`src/rtl/calc_controller.sv`:
```
// Keypad calculator sequencer: builds two decimal operands from keycode
// strobes, runs add/sub/shift-add multiply and drives the displayed value.
//
// state      | meaning
// -----------+-------------------------------------------------------------
// ENTER_A    | collecting digits of the first operand
// OP_WAIT    | operator latched, waiting for the first digit of operand B
// ENTER_B    | collecting digits of the second operand
// COMPUTE    | arithmetic in progress; keys are dropped
// RESULT     | result shown; digit starts anew, operator chains on result
// ERROR      | overflow/underflow; only clear-all is honoured
module calc_controller #(
  parameter int WIDTH      = 10,
  parameter int MAX_VALUE  = 999,
  parameter int MAX_DIGITS = 3
) (
  input  logic             Clk,
  input  logic             reset,
  input  logic             key_valid,
  input  logic [3:0]       keycode,
  output logic [WIDTH-1:0] display_value,
  output logic [1:0]       op_code,
  output logic             busy,
  output logic             error,
  output logic             key_dropped
);

  localparam int CW = $clog2(MAX_DIGITS + 1);
  localparam int BW = $clog2(WIDTH);
  localparam logic [CW-1:0]        MAX_D  = CW'(MAX_DIGITS);
  localparam logic [2*WIDTH-1:0]   MAX_V  = (2*WIDTH)'(MAX_VALUE);
  localparam logic [BW-1:0]        LAST_B = BW'(WIDTH - 1);

  localparam logic [1:0] OP_NONE = 2'd0;
  localparam logic [1:0] OP_ADD  = 2'd1;
  localparam logic [1:0] OP_SUB  = 2'd2;
  localparam logic [1:0] OP_MUL  = 2'd3;

  localparam logic [3:0] KEY_ADD = 4'hA;
  localparam logic [3:0] KEY_SUB = 4'hB;
  localparam logic [3:0] KEY_MUL = 4'hC;
  localparam logic [3:0] KEY_CA  = 4'hD;
  localparam logic [3:0] KEY_CE  = 4'hE;
  localparam logic [3:0] KEY_EQ  = 4'hF;

  typedef enum logic [2:0] {
    ST_ENTER_A, ST_OP_WAIT, ST_ENTER_B, ST_COMPUTE, ST_RESULT, ST_ERROR
  } state_t;

  state_t               r_state;
  logic [WIDTH-1:0]     r_a, r_b, r_display;
  logic [CW-1:0]        r_cnt_a, r_cnt_b;
  logic [1:0]           r_op, r_next_op;
  logic                 r_busy, r_error, r_key_dropped;
  logic [2*WIDTH-1:0]   r_acc, r_mcand;
  logic [WIDTH-1:0]     r_mplier;
  logic [BW-1:0]        r_bit_cnt;

  logic                 w_is_digit;
  logic [WIDTH-1:0]     w_digit, w_a_next, w_b_next, w_sub;
  logic [WIDTH:0]       w_add;
  logic [2*WIDTH-1:0]   w_mul_acc, w_result;
  logic                 w_done, w_err;
  logic [1:0]           w_key_op;

  assign w_is_digit = (keycode <= 4'd9);
  assign w_digit    = {{(WIDTH-4){1'b0}}, keycode};
  // X*10 + d without a multiplier
  assign w_a_next   = (r_a << 3) + (r_a << 1) + w_digit;
  assign w_b_next   = (r_b << 3) + (r_b << 1) + w_digit;
  assign w_add      = {1'b0, r_a} + {1'b0, r_b};
  assign w_sub      = r_a - r_b;
  assign w_mul_acc  = r_acc + (r_mplier[0] ? r_mcand : '0);
  assign w_done     = (r_op != OP_MUL) || (r_bit_cnt == '0);

  // Operator key to op code; non-operator keys map to none
  always_comb begin
    w_key_op = OP_NONE;
    case (keycode)
      KEY_ADD: w_key_op = OP_ADD;
      KEY_SUB: w_key_op = OP_SUB;
      KEY_MUL: w_key_op = OP_MUL;
      default: w_key_op = OP_NONE;
    endcase
  end

  // Final result of the pending operation and its error condition
  always_comb begin
    w_result = '0;
    case (r_op)
      OP_ADD:  w_result = {{(WIDTH-1){1'b0}}, w_add};
      OP_SUB:  w_result = {{WIDTH{1'b0}}, w_sub};
      OP_MUL:  w_result = w_mul_acc;
      default: w_result = '0;
    endcase
    w_err = (w_result > MAX_V) || ((r_op == OP_SUB) && (r_b > r_a));
  end

  // Sequencing FSM with registered outputs
  always_ff @(posedge Clk or negedge reset) begin
    if (!reset) begin
      r_state <= ST_ENTER_A;
      r_a <= '0; r_b <= '0; r_display <= '0;
      r_cnt_a <= '0; r_cnt_b <= '0;
      r_op <= OP_NONE; r_next_op <= OP_NONE;
      r_busy <= 1'b0; r_error <= 1'b0; r_key_dropped <= 1'b0;
      r_acc <= '0; r_mcand <= '0; r_mplier <= '0; r_bit_cnt <= '0;
    end else begin
      r_key_dropped <= 1'b0;
      if (r_state == ST_COMPUTE) begin
        if (key_valid) r_key_dropped <= 1'b1;
        if (r_op == OP_MUL) begin
          r_acc     <= w_mul_acc;
          r_mcand   <= r_mcand << 1;
          r_mplier  <= r_mplier >> 1;
          r_bit_cnt <= r_bit_cnt - 1'b1;
        end
        if (w_done) begin
          r_busy <= 1'b0;
          if (w_err) begin
            r_state   <= ST_ERROR;
            r_error   <= 1'b1;
            r_display <= '0;
            r_op      <= OP_NONE;
            r_next_op <= OP_NONE;
          end else begin
            r_a       <= w_result[WIDTH-1:0];
            r_display <= w_result[WIDTH-1:0];
            r_b       <= '0;
            r_cnt_b   <= '0;
            r_op      <= r_next_op;
            r_next_op <= OP_NONE;
            r_state   <= (r_next_op != OP_NONE) ? ST_OP_WAIT : ST_RESULT;
          end
        end
      end else if (key_valid) begin
        if (keycode == KEY_CA) begin
          r_state <= ST_ENTER_A;
          r_a <= '0; r_b <= '0; r_display <= '0;
          r_cnt_a <= '0; r_cnt_b <= '0;
          r_op <= OP_NONE; r_next_op <= OP_NONE;
          r_error <= 1'b0;
        end else begin
          case (r_state)
            ST_ENTER_A: begin
              if (w_is_digit) begin
                if (r_cnt_a < MAX_D) begin
                  r_a       <= w_a_next;
                  r_display <= w_a_next;
                  r_cnt_a   <= r_cnt_a + 1'b1;
                end
              end else if (w_key_op != OP_NONE) begin
                r_op    <= w_key_op;
                r_state <= ST_OP_WAIT;
              end else if (keycode == KEY_CE) begin
                r_a <= '0; r_cnt_a <= '0; r_display <= '0;
              end
            end
            ST_OP_WAIT: begin
              if (w_is_digit) begin
                r_b       <= w_digit;
                r_display <= w_digit;
                r_cnt_b   <= CW'(1);
                r_state   <= ST_ENTER_B;
              end else if (w_key_op != OP_NONE) begin
                r_op <= w_key_op;
              end
            end
            ST_ENTER_B: begin
              if (w_is_digit) begin
                if (r_cnt_b < MAX_D) begin
                  r_b       <= w_b_next;
                  r_display <= w_b_next;
                  r_cnt_b   <= r_cnt_b + 1'b1;
                end
              end else if (keycode == KEY_CE) begin
                r_b <= '0; r_cnt_b <= '0; r_display <= '0;
              end else if ((w_key_op != OP_NONE) || (keycode == KEY_EQ)) begin
                // w_key_op is none for equals, which ends the chain
                r_next_op <= w_key_op;
                r_state   <= ST_COMPUTE;
                r_busy    <= 1'b1;
                r_acc     <= '0;
                r_mcand   <= {{WIDTH{1'b0}}, r_a};
                r_mplier  <= r_b;
                r_bit_cnt <= LAST_B;
              end
            end
            ST_RESULT: begin
              if (w_is_digit) begin
                r_a       <= w_digit;
                r_display <= w_digit;
                r_cnt_a   <= CW'(1);
                r_op      <= OP_NONE;
                r_state   <= ST_ENTER_A;
              end else if (w_key_op != OP_NONE) begin
                r_op    <= w_key_op;
                r_state <= ST_OP_WAIT;
              end
            end
            default: ;
          endcase
        end
      end
    end
  end

  assign display_value = r_display;
  assign op_code       = r_op;
  assign busy          = r_busy;
  assign error         = r_error;
  assign key_dropped   = r_key_dropped;

endmodule
```
`config.mk`:
```
export PLATFORM = sky130hd
export DESIGN_NAME = calc_controller
export DESIGN_NICKNAME = d
export VERILOG_FILES = /design/src/rtl/calc_controller.sv
export SDC_FILE = /design/constraint.sdc
export NUM_CORES = 1
export LEC_CHECK = 0
export BUFFER_PORTS_ARGS = -buffer_cell sky130_fd_sc_hd__buf_2
export CORE_MARGIN = 2
export CORE_UTILIZATION = 50
export DETAILED_ROUTE_END_ITERATION = 8
export PLACE_DENSITY_LB_ADDON = 0.15
export SLEW_MARGIN = 20
export SYNTH_ARGS = -nofsm -noshare
export SYNTH_HDL_FRONTEND = slang
export SYNTH_SLANG_ARGS = --single-unit
```
`constraint.sdc`:
```
create_clock -name Clk -period 11.3 [get_ports Clk]
set_input_delay 1.13 -clock Clk [delete_from_list [all_inputs] [get_ports Clk]]
set_output_delay 1.13 -clock Clk [all_outputs]
set_load 0.1 [all_outputs]
```
* Word-level counts from Yosys, hierarchy flattened
Index checks and enable logic that the tools add are counted.
** Word-level totals
- Register bits after elaboration :: 98
- Input bits :: 7
- Word-level logic and storage cells :: 228
** Cells by class
- $add $sub $neg :: 10
- $lt $le $gt $ge :: 5
- Eq/ne operators :: 40
- Multiplexer cells :: 125
- Bitwise logic cells :: 1
- Reductions and logical operators :: 32
** Operators by type and width (count)
- $mux 10 :: 34
- $mux 20 :: 17
- $pmux 20 s3 :: 1
- $mux 2 :: 29
- $pmux 10 s2 :: 2
- $mux 3 :: 13
- $ne 4x4->1 const B :: 9
- $reduce_and 7->1 :: 5
- $mux 4 :: 8
- $pmux 10 s3 :: 1
- $ne 5x5->1 const B :: 5
- $eq 4x4->1 const B :: 6
- $add 10x10->10 :: 2
- $add 10x4->10 :: 2
- $add 20x20->20 :: 1
- $gt 20x10->1 const B :: 1
- $reduce_and 8->1 :: 2
- $mux 1 :: 15
- $ne 2x2->1 const B :: 6
- $pmux 2 s2 :: 3
- $pmux 3 s4 :: 1
- $reduce_bool 2->1 :: 6
- $reduce_bool 4->1 :: 3
- $add 10x10->11 :: 1
- 28 further kinds :: 40

* Longest topological paths before layout
Gate-level depths: netlist of run 1.
- Depth in word-level cells :: 11
- Gate-level depth with buffers :: 15
- Depth with buffers taken out :: 13

* Least setup slack after synthesis of run 1
No wires, ideal clock.
- Path type :: flip-flop to flip-flop
- From :: register r_mplier[0]
- To :: register r_b[2]
- Setup time :: 127 ps
- Data arrival time :: 3500 ps
- Data required time :: 11173 ps
- Setup slack :: 7673 ps
- Stages on the path, launching flop included :: 16
- Cells stage by stage :: dfrtp_1 > clkbuf_1 > and2_1 > ha_1 > inv_1 > fa_1 > nand2b_1 > a211oi_2 > o21ai_1 > a41oi_1 > xor2_1 > nor4_1 > a31oi_1 > a2111oi_4 > buf_6 > mux2_1
** Between the ends
- Word-level cells in the longest chain between the ends :: 7
** Ends and longest elaborated chain
- start, declared :: RTL line 56 : logic [WIDTH-1:0] r_mplier;
- start signal, assigned :: RTL line 115 : r_mplier <= r_mplier >> 1;
- start signal, assigned :: RTL line 185 : r_mplier <= r_b;
- $mux 20 :: RTL line 73 : assign w_mul_acc = r_acc + (r_mplier[0] ? r_mcand : '0);
- $add 20x20->20 :: RTL line 73
- $pmux 20 s3 :: RTL line 90 : case (r_op)
- $gt 20x10->1 :: RTL line 96 : w_err = (w_result > MAX_V) || ((r_op == OP_SUB) && (r_b > r_a));
- $logic_or 1x1->1 :: RTL line 96
- $ne 2x2->1 (no source line)
- $reduce_and 7->1 (no source line)
- end signal, assigned :: RTL line 161 : r_b <= w_digit;
- end signal, assigned :: RTL line 172 : r_b <= w_b_next;
- end, declared :: RTL line 51 : logic [WIDTH-1:0] r_a, r_b, r_display;
Every way passes these cells.
A chain may end at the register's enable or synchronous reset.

* Final worst setup path of run 1
- From :: register r_mplier[0]
- To :: register r_b[9]
The elaborated chain is that of the path after synthesis.

==> results of run 1 <==
[registers in the layout, summed over array words and instances (netlist names), 3 cells and up]
name           flops
r_acc             20
r_mcand           20
display_value     10
r_a               10
r_b               10
r_mplier          10
r_bit_cnt          4
r_state            3
[layer usage]
metal | track usage [%] | part of all wire (%) | vias to the layer above
li1 | - | - | 3367
met1 | 35.82 | 46 | 3338
met2 | 42.38 | 47 | 226
met3 | 4.051 | 5.3 | 37
met4 | 7.729 | 2.4 | 0
met5 | 0 | 0 | -
[worst max-delay path, stage by stage (launching register included)]
cell,delay (ns)
dfrtp_1,0.71
and2_1,0.21
ha_1,0.17
inv_1,0.06
fa_1,0.39
nand2b_1,0.18
a211oi_2,0.36
o21ai_1,0.17
a41oi_1,0.23
xor2_1,0.12
nor4_1,0.35
a31oi_1,0.28
a2111oi_4,0.87
mux2_2,0.41
[cell type report]
cell class              instances  area (um^2)
multi-input cells             726         5221
well taps                     216        270.3
fillers                      1514         7253
inverters                      64        240.2
flip-flops and latches         98         2452
clock buffers                   9        225.2
repair buffers                 24        130.1
clock inverters                 6        92.59
[cells by family (layout without fill, tap and decap cells)]
group           Yosys count  count (layout)  synth area share [%]
compound gates          283             283                 24.17
flops                    98              98                 30.16
mux                      38              38                 5.370
simple gates            283             283                 17.22
fa+ha+maj                78              78                 12.65
buf+inv                 115             103                 5.693
xor+xnor                 44              44                 4.739
[path summary, 6_finish.rpt]
path / startpoint / endpoint / slack, ns / depth (start not counted)
setup reg to reg: r_mplier[0] / r_b[9] / 6.67 / 13
hold / removal: display_value[4] / display_value[4] / 0.49 / 2
setup / recovery: r_mplier[0] / r_b[9] / 6.67 / 13
min in group asynchronous: reset / r_mcand[16] / 0.72 / 1
hold reg to reg: display_value[4] / display_value[4] / 0.49 / 2
max in group asynchronous: reset / r_b[4] / 9.37 / 2
[synthesized netlist by cell type (10+ instances only)]
cell	n	area [um^2]
dfrtp_1	98	2452
nand2_1	89	334.1
a21oi_1	73	365.4
ha_1	71	888.4
nor2_1	64	240.2
inv_1	63	236.5
o21ai_0	59	295.3
clkbuf_1	38	142.6
and2_1	25	156.4
a22o_1	24	210.2
xnor2_1	23	201.4
xor2_1	21	183.9
nor2b_1	20	125.1
a222oi_1	18	180.2
mux2i_1	17	170.2
nand2b_1	15	93.84
nand3_1	14	70.07
o31ai_1	13	97.59
a21o_1	12	90.09
a211oi_1	10	75.07
[report_power, final]
| part | leakage [uW] | internal (uW) | total, uW | switching, uW |
|---|---|---|---|---|
| sequential | 0.00129 | 467 | 632 | 165 |
| combinational | 0.00265 | 553 | 1510 | 957 |
| clock | 0.000148 | 194 | 337 | 143 |
| total | 0.00409 | 1210 | 2480 | 1270 |
[stage by stage]
stage | instance area, um^2 | utilization [%]
after floorplan | 8132 | -
after global placement | 8314 | 52.34
after detailed placement | 8314 | 52.34
after CTS | 8632 | 54.34
after global routing | 8632 | 54.34
final | 8632 | 54.34
==> qor.csv, run 1 <==
metric,value,unit
core box area,0.01589,mm^2
"commonest non-fill, non-tap cells in the layout","dfrtp_1, nand2_1, a21oi_1",
hold buffer count at cts,0,
Area growth syn-to-layout,6.155,%
status,"finished, final reports clean",
setup ws final,6.672,ns
vias in the first global route,6778,
clk_lat worst skew,0.36,ns
# resized after CTS,0,
clk buf depth,2,
Post-synth ARST share,100.0,%
critical path capture point type,flop,
average routed wire per standard cell,19.32,um
Slew HR,29.80,%
actual slew at the worst max-slew pin,1.049,ns
first-pass GRT wire length,36.25,mm
I/O pin cnt,22,
first drt pass iteration count,7,
Non-Filler Instances,1143,
# diodes,0,
fin crit share,40.96,%
CP Launch Type,flop,
Die Y,131.5,um
number of CTS-inserted buffers,9,
nets@finish,1008,
Seq cells post-synth,98,
cell area after synthesis,0.008132,mm^2
share of cells above drive strength 1,8.198,%
max-slew violations,0,
Leak,0.004091,uW
GR Util All Layers,26.04,%
CP Class,flop to flop,
vias per cell,6.096,
Root Buffer,clkbuf_16,
final WL,22.09,mm
Max Freq,216.1,MHz
syn_nets,1024,
Inst Count DP,1128,
Final min period,4.628,ns
Worst Hold Class,flop to flop,
Remaining DRCs,0,
Starting Density,51.19,%
Synth Instances,939,
initial antenna violation count,0,
Place WS,6.678,ns
WP data arrival,4.88,ns
die width,131.5,um
routed via count,6968,
drt initial violations,540,
CTS tree,yes,
total chip power,2478,uW
H-Tree Depth,3,
hold_ws,0.4894,ns
"Hold Vio Cnt, Final",0,
clock skew,0.01157,ns
"commonest non-fill, non-tap cell in the layout",dfrtp_1,
Setup TNS Final,0,ns
final setup fails,0,
port buffer count,21,
Final ANT Viol Nets,0,
VDD IR max,0.1690,mV
Final HPWL DP,16.25,mm
Power per Cell Area,287.1,mW/mm^2
Sink Count,98,
post-synthesis sequential area ratio,30.16,%
post-synth cell types,75,
Synth Flop Type,dfrtp_1,
largest net degree at the start of global routing,66,
critical path peak fanout,21,
number of flops mapped to enable cells by yosys,0,
Yosys warnings,0,
full die area,0.01730,mm^2
post-CTS setup buffers,0,
CP required,11.55,ns
grt total ovfl,0,
row cnt,46,
unrepaired setup endpoints after global routing,no,
Clock transition at path regs,0.07,ns
max-cap violations,0,
Mapped Avg Cell Area,8.660,um^2
placer congestion estimate,0.9167,
Note: power is estimated with default switching activity, not from simulation.
==> run 2: changes to the inputs <==
--- a/config.mk
+++ b/config.mk
@@ -5,6 +5,7 @@
 export SDC_FILE = /design/constraint.sdc
 export NUM_CORES = 1
 export LEC_CHECK = 0
+export ABC_AREA = 1
 export BUFFER_PORTS_ARGS = -buffer_cell sky130_fd_sc_hd__buf_2
 export CORE_MARGIN = 2
 export CORE_UTILIZATION = 50
==> constraint.sdc (replaced) <==
create_clock -name Clk -period 4.7 [get_ports Clk]
set_input_delay 0.47 -clock Clk [delete_from_list [all_inputs] [get_ports Clk]]
set_output_delay 0.47 -clock Clk [all_outputs]
set_load 0.1 [all_outputs]
==> run 2 against run 1 <==
Global-route usage rose by 2.1 points. Wire length rose by 11%. Sequential power rose by 150%. Worst hold slack got worse by 0.24 ns. Register-to-register slack got worse by 5.8 ns. Critical path depth rose by 7. Via count rose by 21%. Critical endpoint is now r_a[4]. Largest cell class unchanged. Largest power group unchanged.
==> qor.csv, run 2 <==
metric,value,unit,change
status,"finished, final reports clean",,
GR Util All Layers,28.14,%,+2.1 points
vias in the first global route,8017,,+18%
Worst Hold Class,input pin to asynchronous set/reset pin,,
final WL,24.59,mm,+11%
# resized after CTS,0,,unchanged
CTS tree,yes,,
Max Freq,261.7,MHz,+21%
max-slew violations,0,,unchanged
hold buffer count at cts,0,,unchanged
post-synthesis sequential area ratio,28.70,%,-1.5 points
Area growth syn-to-layout,7.058,%,
full die area,0.01815,mm^2,+4.9%
unrepaired setup endpoints after global routing,no,,
CP required,4.95,ns,-6.60 ns
slowest stage cell on the critical path,dfrtp_1,,
Yosys warnings,0,,unchanged
grt total ovfl,0,,unchanged
Largest regs,"r_acc (20), r_mcand (20)",,
die width,134.7,um,+2.4%
Remaining DRCs,0,,unchanged
row cnt,47,,+2.2%
Crit path buffers/inverters,3,,+2
Sink Count,98,,unchanged
number of flops mapped to enable cells by yosys,0,,unchanged
Setup TNS Final,0,ns,unchanged
vias per cell,5.620,,-7.8%
VDD IR max,0.5066,mV,+200%
Slew HR,38.99,%,+9.2 points
most numerous cell in the Yosys netlist,nand2_1,,
Commonest cells post-synth,"nand2_1, inv_1, nor2_1",,
syn_nets,1355,,+32%
nets@finish,1361,,+35%
post-synth cell types,53,,-29%
initial antenna violation count,0,,unchanged
first-pass GRT wire length,40.54,mm,+12%
Power per Cell Area,745.9,mW/mm^2,+160%
max-cap violations,0,,unchanged
"Hold Vio Cnt, Final",0,,unchanged
final core occ,54.97,%,+0.63 points
"commonest non-fill, non-tap cell in the layout",nand2_1,,
Final min period,3.822,ns,-0.8068 ns
placer congestion estimate,0.9676,,+5.6%
drt initial violations,753,,+39%
fin crit share,81.31,%,+40 points
"commonest non-fill, non-tap cells in the layout","nand2_1, inv_1, nor2_1",,
Synth Instances,1270,,+35%
Mapped Avg Cell Area,6.728,um^2,-22%
routed via count,8436,,+21%
delay of the slowest critical-path stage,0.77,ns,-0.10 ns
Post-synth ARST share,100.0,%,unchanged
clk buf depth,2,,unchanged
largest net degree at the start of global routing,68,,+3.0%
share of cells above drive strength 1,6.089,%,-2.1 points
clk_lat worst skew,0.35,ns,about the same
Die Y,134.7,um,+2.4%
critical path capture point type,flop,,
H-Tree Depth,3,,unchanged
Starting Density,51.34,%,+0.15 points
"Cell Chain, Critical Path",nand2_1 -> inv_1 -> ha_1 -> inv_1 -> fa_1 -> inv_1 -> nand3_1 -> nand2_1 -> nand3_1 -> nand3_1 -> nand3_1 -> nand2_1 -> xor2_1 -> nand3_1 -> nand2_2 -> nand3_2 -> nand2_4 -> nand2_2 -> nand2_1 -> nand2_1,,
cell area after synthesis,0.008544,mm^2,+5.1%
post-CTS setup buffers,0,,unchanged
CP Launch Type,flop,,
Synth area leaders,"dfrtp_1, nand2_1, ha_1",,
Root Buffer,clkbuf_16,,
Final HPWL DP,19.06,mm,+17%
Synth Flop Type,dfrtp_1,,
core box area,0.01664,mm^2,+4.8%
Final ANT Viol Nets,0,,unchanged
Leak,0.005052,uW,+24%
actual slew at the worst max-slew pin,0.9152,ns,-0.1342 ns
area share of the largest cell type after synthesis,28.70,%,-1.5 points
Seq cells post-synth,98,,unchanged
clock skew,0.01413,ns,+0.002567 ns
number of CTS-inserted buffers,9,,unchanged
# diodes,0,,unchanged
Clock transition at path regs,0.07,ns,about the same
final setup fails,0,,unchanged
cell taking the most area after synthesis,dfrtp_1,,
critical path peak fanout,26,,+24%
WP data arrival,4.07,ns,-0.81 ns
I/O pin cnt,22,,unchanged
port buffer count,21,,unchanged
first drt pass iteration count,5,,-2
average routed wire per standard cell,16.39,um,-15%
crit-path leading delay family,simple AND/OR/NAND/NOR gates,,
CP Class,flop to flop,,
[run 2: cell types whose count changed after synthesis, sizes merged, moves of 16 or more]
cell / previous run / this run
o22ai: 8 / 31
a22o: 24 / 2
and2: 26 / 1
nor2b: 20 / 0
mux2i: 17 / 0
o21ai: 65 / 49
mux2: 21 / 0
nand3: 14 / 98
nand4: 5 / 32
a222oi: 18 / 0
inv: 64 / 203
nand2: 89 / 360
nor2: 65 / 123
clkbuf: 38 / 16
[run 2: kinds of logic after synthesis]
family                     Yosys count  synth area share [%]
AOI/OAI and AO/OA                  192                 13.62
and+or+nand+nor                    648                 32.77
xor gates and xnor gates            18                 1.845
buffers and inverters              236                 11.03
DFF                                 98                 28.70
adders and majority gates           78                 12.04
[run 2: cell type report]
type | count | area (um^2)
multi-input cells | 936 | 5156
repair buffers | 28 | 160.2
clock inverters | 5 | 83.83
fillers | 1674 | 7495
inverters | 203 | 767.0
flip-flops and latches | 98 | 2452
clock buffers | 11 | 252.7
well taps | 220 | 275.3
[run 2: path summary, 6_finish.rpt]
path                       cells past startpoint           to  slack [ns]        start
setup / recovery                              20       r_a[4]        0.88  r_mplier[0]
hold / removal                                 1  r_mplier[6]        0.25        reset
setup reg to reg                              20       r_a[4]        0.88  r_mplier[0]
hold reg to reg                                1    r_acc[18]        0.49    r_acc[18]
max in group asynchronous                      2   r_mcand[7]        3.48        reset
min in group Clk                               3  key_dropped        0.37    key_valid
[run 2: stage by stage]
| step | cell area (um^2) | std cells | total power [uW] | worst slack (ns) | hold WS [ns] |
|---|---|---|---|---|---|
| finish | 9148 | 1501 | 6823 | 0.8784 | 0.2517 |
| global route | 9148 | 1501 | 7445 | 0.4821 | 0.3362 |
| CTS | 9148 | 1501 | 6780 | 0.8830 | 0.2889 |
| detailed placement | 8811 | 1485 | 5918 | 0.9702 | 0.4684 |
| global placement | 8811 | 1485 | 5854 | 1.083 | 0.4690 |
| floorplan | 8544 | 1270 | 4865 | 1.803 | 0.1744 |
[run 2: power by group]
part,switching [uW],internal (uW),total [uW]
logic,3040,1370,4410
clock network,342,498,840
registers,378,1190,1570
total,3760,3060,6820
[run 2: per-layer routing]
layer	GRT usage (%)	share of wire, %	vias up
met1	37.73	44	3905
met5	0	0	-
met2	47.24	47	301
li1	-	-	4175
met3	2.778	5.7	55
met4	10.35	3.0	0
